$ cat src/rtl/alu_share_arbiter.sv
// Two-port arbiter sharing the EX-stage ALU (port 0 = pipeline, port 1 = aux sequencer).
// Optional port-1 anti-starvation aging is enabled by defining ALU_ARB_AGING_EN.
module alu_share_arbiter #(
  parameter int unsigned WIDTH    = 32,
  parameter int unsigned MAX_WAIT = 4
) (
  input  logic             clk,
  input  logic             rst,
  input  logic             req0,
  input  logic [2:0]       op0,
  input  logic [WIDTH-1:0] a0,
  input  logic [WIDTH-1:0] b0,
  input  logic             req1,
  input  logic             lock1,
  input  logic [2:0]       op1,
  input  logic [WIDTH-1:0] a1,
  input  logic [WIDTH-1:0] b1,
  input  logic [WIDTH-1:0] alu_res,
  output logic [2:0]       alu_op,
  output logic [WIDTH-1:0] alu_a,
  output logic [WIDTH-1:0] alu_b,
  output logic             gnt0,
  output logic             gnt1,
  output logic             stall0,
  output logic             vld0,
  output logic             vld1,
  output logic [WIDTH-1:0] res0,
  output logic [WIDTH-1:0] res1
);

  localparam logic [0:0] S_IDLE  = 1'b0;
  localparam logic [0:0] S_LOCK1 = 1'b1;
  localparam logic [2:0] OP_NOP  = 3'b011;

  if (MAX_WAIT < 1 || MAX_WAIT > 15) begin : g_bad_max_wait
    $error("alu_share_arbiter: MAX_WAIT must be in 1..15");
  end

  logic [0:0]       state_q, state_d;
  logic             vld0_q, vld1_q;
  logic [WIDTH-1:0] res0_q, res1_q;
  logic             force1;
  logic             g0, g1;

`ifdef ALU_ARB_AGING_EN
  logic [3:0] wait1_q, wait1_d;

  assign force1 = (wait1_q == 4'(MAX_WAIT));

  // Count cycles port 1 is left waiting; saturate so the forced grant holds until taken
  always_comb begin
    wait1_d = 4'd0;
    if (req1 && !g1) begin
      wait1_d = force1 ? wait1_q : wait1_q + 4'd1;
    end
  end

  always_ff @(posedge clk) begin
    if (rst) begin
      wait1_q <= 4'd0;
    end else begin
      wait1_q <= wait1_d;
    end
  end
`else
  assign force1 = 1'b0;
`endif

  // Grant selection and lock FSM; reset masks every grant in the same cycle
  always_comb begin
    state_d = state_q;
    g0      = 1'b0;
    g1      = 1'b0;
    if (!rst) begin
      case (state_q)
        S_IDLE: begin
          if (req1 && (!req0 || force1)) begin
            g1 = 1'b1;
          end else if (req0) begin
            g0 = 1'b1;
          end
          if (g1 && lock1) begin
            state_d = S_LOCK1;
          end
        end
        S_LOCK1: begin
          g1 = req1;
          if (!(req1 && lock1)) begin
            state_d = S_IDLE;
          end
        end
        default: state_d = S_IDLE;
      endcase
    end
  end

  always_ff @(posedge clk) begin
    if (rst) begin
      state_q <= S_IDLE;
      vld0_q  <= 1'b0;
      vld1_q  <= 1'b0;
      res0_q  <= '0;
      res1_q  <= '0;
    end else begin
      state_q <= state_d;
      vld0_q  <= g0;
      vld1_q  <= g1;
      if (g0) begin
        res0_q <= alu_res;
      end
      if (g1) begin
        res1_q <= alu_res;
      end
    end
  end

  // Operand mux toward the shared ALU
  always_comb begin
    alu_op = OP_NOP;
    alu_a  = '0;
    alu_b  = '0;
    if (g1) begin
      alu_op = op1;
      alu_a  = a1;
      alu_b  = b1;
    end else if (g0) begin
      alu_op = op0;
      alu_a  = a0;
      alu_b  = b0;
    end
  end

  assign gnt0   = g0;
  assign gnt1   = g1;
  assign stall0 = !rst && req0 && !g0;
  assign vld0   = vld0_q;
  assign vld1   = vld1_q;
  assign res0   = res0_q;
  assign res1   = res1_q;

endmodule
$ cat config.mk
export PLATFORM = sky130hd
export DESIGN_NAME = alu_share_arbiter
export DESIGN_NICKNAME = d
export VERILOG_FILES = /design/src/rtl/alu_share_arbiter.sv
export SDC_FILE = /design/constraint.sdc
export NUM_CORES = 1
export LEC_CHECK = 0
export BUFFER_PORTS_ARGS = -buffer_cell sky130_fd_sc_hd__buf_4
export CAP_MARGIN = 20
export CORE_AREA = 2 2 120 122
export DETAILED_ROUTE_END_ITERATION = 12
export DIE_AREA = 0 0 122 124
export GPL_TIMING_DRIVEN = 0
export MAX_ROUTING_LAYER = met4
export PLACE_DENSITY = 0.54
export SLEW_MARGIN = 20
export SYNTH_ARGS = -nofsm -noshare
export SYNTH_HDL_FRONTEND = slang
export SYNTH_SLANG_ARGS = --single-unit
$ cat constraint.sdc
create_clock -name clk -period 2.6 [get_ports clk]
set_clock_uncertainty 0.05 [all_clocks]
set_input_delay 0.52 -clock clk [delete_from_list [all_inputs] [get_ports clk]]
set_output_delay 0.52 -clock clk [all_outputs]
set_load 0.1 [all_outputs]
# Word level (Yosys, flattened, before mapping)
# Index checks and enable logic that the tools add are counted.
# word_totals
regBits	67
elab_cells	32
in_bits	171
out_inout_bits	136
# op_classes
reduce_logical	8
bitwise_logic	1
mux	18
# op_table
operator	count
32-bit two-way mux	4
1-bit two-way mux	10
3-bit two-way mux	2
1-bit logical AND	5
1-bit one-hot mux with 2 select lines	2
1-bit logical NOT	3
1-bit inverter	1

# Logic depth before layout (Yosys ltp)
# depth
word_depth	8
mapped_depth	6
depth_no_buf	3

# Worst setup path after synthesis
# OpenSTA, ideal clock, no wires.
# synth_timing
kind	input-to-output
start	input rst
end	output gnt0
path_stages	2
arrival_ps	2932
slack_ps	-902
required_time_ps	2030
n_path_buf	1
cell_sequence	clkbuf_1 -> nor3b_1
# synth_via
elab_chain_cells	1
# synth_rtl
element	line	source
from (decl)	8	input logic rst,
1-bit two-way mux	74	if (!rst) begin
to (decl)	22	output logic gnt0,
# Every way passes these cells.

# Final worst setup path
# layout_timing
start	register state_q
end	output alu_b[7]
# layout_via
elab_chain_cells	4
word_cells_on_any_way	7
cone_classes	6 x mux; 1 x bitwise
# layout_rtl
element	line	source
from (decl)	39	logic [0:0] state_q, state_d;
from (signal assigned)	105	state_q <= state_d;
1-bit inverter / 1-bit two-way mux (equally long branches)	n/a	
1-bit one-hot mux with 2 select lines / 1-bit two-way mux (equally long branches)	75, 74	
1-bit two-way mux / 32-bit two-way mux (equally long branches)	74, 126	
32-bit two-way mux *	122	if (g1) begin
to (decl)	21	output logic [WIDTH-1:0] alu_b,
# Every way passes the cells marked *; elsewhere a longest branch is shown, timed or not.

==> results by group <==
Setup path
  – CP cell instances: and2b_1 > buf_6 > buf_2 > nand2_1 > a21oi_2 > buf_4
  – FF-to-FF setup slack: 1.16 ns
  – R2R depth: 4
  – Worst path max stage delay: 0.34 ns
  – CP max-delay cell: dfxtp_2
  – Startpoint types: flop
  – Worst R2R Start: state_q$_SDFF_PP0_
  – Critical path capture point type: output pin
  – Worst R2R End: res1[21]$_SDFFE_PP0P_
  – Critical path arrival: 1.95 ns
  – Delay-heaviest family, CP: buffers and inverters
  – Critical path class: reg -> out
  – Required @ worst endpoint: 2.03 ns
  – Crit path buf inv count: 3
  – CP Max Fanout: 10

Route
  – DR vias: 5,017
  – Drt wl/cell: 17.5 um
  – TritonRoute pass-1 iters: 5
  – Final Routed Wirelength: 18.0 mm
  – # DRC: 0
  – DRT iter0 DRCs: 396
  – Routed vias/inst: 4.88
  – Detail Route Antenna Nets: 0

Timing
  – Final setup viols: 0
  – Fin. Hold Viols: 0
  – Transition time of the tightest slew-check pin: 0.768 ns
  – Rel. slew slack: 0.488
  – Final Slew Violations: 0
  – Tcrit/Tclk final: 0.970
  – Fmax achieved: 0.397 GHz
  – Min Tclk post-route: 2.52 ns

Clocking
  – Num CTS Buffers: 9
  – Worst-case clock buffer depth: 2
  – Root cell of the clock tree: clkbuf_16
  – Clk sinks: 67
  – # hold bufs at CTS: 0
  – Worst-path clk slew: 0.05 ns
  – Clock Latency Late Sink: 0.33 ns
  – Setup Fix Bufs, Post-CTS: 0
  – CTS tree: done
  – H-tree Lvls: 3
  – Post_cts resized: 27

Synth
  – Syn Inst Count: 528
  – Mapped cell area: 0.00348 sq mm
  – Synthesized net count: 699
  – Unique masters post-synth: 18
  – #FFs+latches synth: 67
  – Register area share after synthesis: 0.386
  – Synth Area per Inst: 6.58 sq um
  – Yosys warns: 0

Place
  – GP Congestion: 0.943
  – Post-DP Area: 0.00635 sq mm
  – Post-DP HPWL: 14.8 mm
  – I/O Buffers: 304
  – Placed cells: 1,012

GRT
  – Total grt overflow: 0
  – Largest net degree at the start of global routing: 20
  – Vias in the first global route: 4,927
  – Global-route wire length before repair: 26.5 mm
  – Antenna violations before repair: 1
  – GRT Total Usage: 0.237

Power
  – Portion of total power attributed to sequential cells: 0.279
  – Pwr Density: 588 mW/mm^2
  – VDD IR max: 238 uV
  – Leakage: 0.00302 uW
  – Total power: 3980 uW
  – Sw frac: 0.426
  – Comb pwr share: 0.428
  – Clock Power Share: 0.293
  – NetSw: 1700 uW
  – Int Pwr: 2290 uW

Layout
  – Area grow syn2layout: 95.0%
  – Commonest cells after routing, fill and taps aside: buf_4 (286), nand2_1 (130), nand3_1 (97), a21oi_1 (67), dfxtp_1 (66)
  – Non-filler cells in the finished layout: 1,028
  – Final instance area: 0.00678 sq mm
  – Multi-input gate area: 0.00223 sq mm
  – Sequential Area: 0.00134 sq mm
  – Filler cell count in the final layout: 1,374
  – Nets@finish: 1,013
  – Core Util, Final: 0.494
  – Most common cell after layout, fill and taps aside: buf_4
  – Ratio of cells with drive above 1 in the final layout: 0.492

Die
  – Die Width: 122 um
  – Std cell rows: 43
  – Core box area: 0.0137 sq mm
  – Vert. Die Dim: 124 um
  – Initial core utilization: 0.253
  – Area of the die: 0.0151 sq mm
  – Io pins: 307

Hold path
  – Type of the worst min-delay path: in -> reg
  – Min-Delay Endpoint: res0[13]$_SDFFE_PP0N_
  – Min-Delay Startpoint: alu_res[13]
  – WHS Path Cells: 3

Flow run
  – # Max-Cap Violations: 0

Outcome
  – Status: completed
==> routing by layer <==
metal | global-route usage | vias to the layer above | part of all wire
met1 | 0.282 | 2317 | 0.41
met5 | - | - | 0
li1 | - | 2436 | -
met3 | 0.0554 | 33 | 0.083
met4 | 0.0984 | 0 | 0.028
met2 | 0.385 | 231 | 0.48
==> registers in the layout, summed over array words and instances, names as in the netlist <==
register,flops
res0,32
res1,32
state_q,1
vld0,1
vld1,1
==> logic make-up (layout without fill, tap and decap cells) <==
logic type | Yosys count | count (layout) | share of synthesized area
AO/OA/AOI/OAI | 163 | 163 | 0.236
buffers and inverters | 59 | 378 | 0.0778
flip-flops | 67 | 67 | 0.386
other | 0 | 1 | 0
AND/OR/NAND/NOR | 239 | 239 | 0.300
==> worst register-to-register path, cell delays in order, from the launching register on <==
cell and delay [ns]:
dfxtp_2 0.34, and2b_1 0.28, clkbuf_1 0.40, o21ai_0 0.15
a21oi_1 0.15
==> Yosys cell counts (all sizes together) <==
cell	instances	area, sq um
inv	1	3.75
nor2	4	15.0
clkbuf	28	105
dfxtp	67	1340
a21oi	129	646
nor3	2	10.0
nand3	97	485
o21bai	2	15.0
and2b	1	7.51
and3b	1	8.76
nor3b	3	22.5
buf	30	161
nand2	130	488
o21ai	32	160
nand2b	1	6.26
==> layout make-up <==
class                   instances  area share
multi-input cells             402       0.329
inverters                       1    0.000554
well taps                     180      0.0332
flip-flops and latches         67       0.198
clock inverters                 1    0.000738
diodes                          1    0.000369
clock buffers                  15      0.0425
repair buffers                304       0.352
plain buffers                  57      0.0436
==> power groups by stage <==
| stage | Combinational [uW] | Clock (uW) | Sequential, uW |
|---|---|---|---|
| after floorplan | 795 | 0 | 1520 |
| after global placement | 1670 | 0 | 1130 |
| after detailed placement | 1680 | 0 | 1130 |
| after CTS | 1700 | 1180 | 1110 |
| after global routing | 1780 | 1220 | 1120 |
| final | 1700 | 1170 | 1110 |
==> per-stage QoR <==
step	setup TNS (ns)	setup slack, ns	hold slack [ns]
after global placement	-2.22	-0.228	0.393
after floorplan	-2.62	-0.655	0.410
final	0	0.0790	0.390
after global routing	-0.000641	-0.000641	0.394
after detailed placement	-2.29	-0.230	0.398
after CTS	0	0.0194	0.385
==> worst max-delay path by stage <==
stage               depth (start not counted)        end                from
finish                                      6   alu_b[7]  state_q$_SDFF_PP0_
global route                                6   alu_b[7]  state_q$_SDFF_PP0_
CTS                                         7  alu_a[28]  state_q$_SDFF_PP0_
detailed placement                          4  alu_a[21]                 rst
global placement                            4  alu_a[21]                 rst
floorplan                                   5  alu_a[21]                req1
Note: power is estimated with default switching activity, not from simulation.
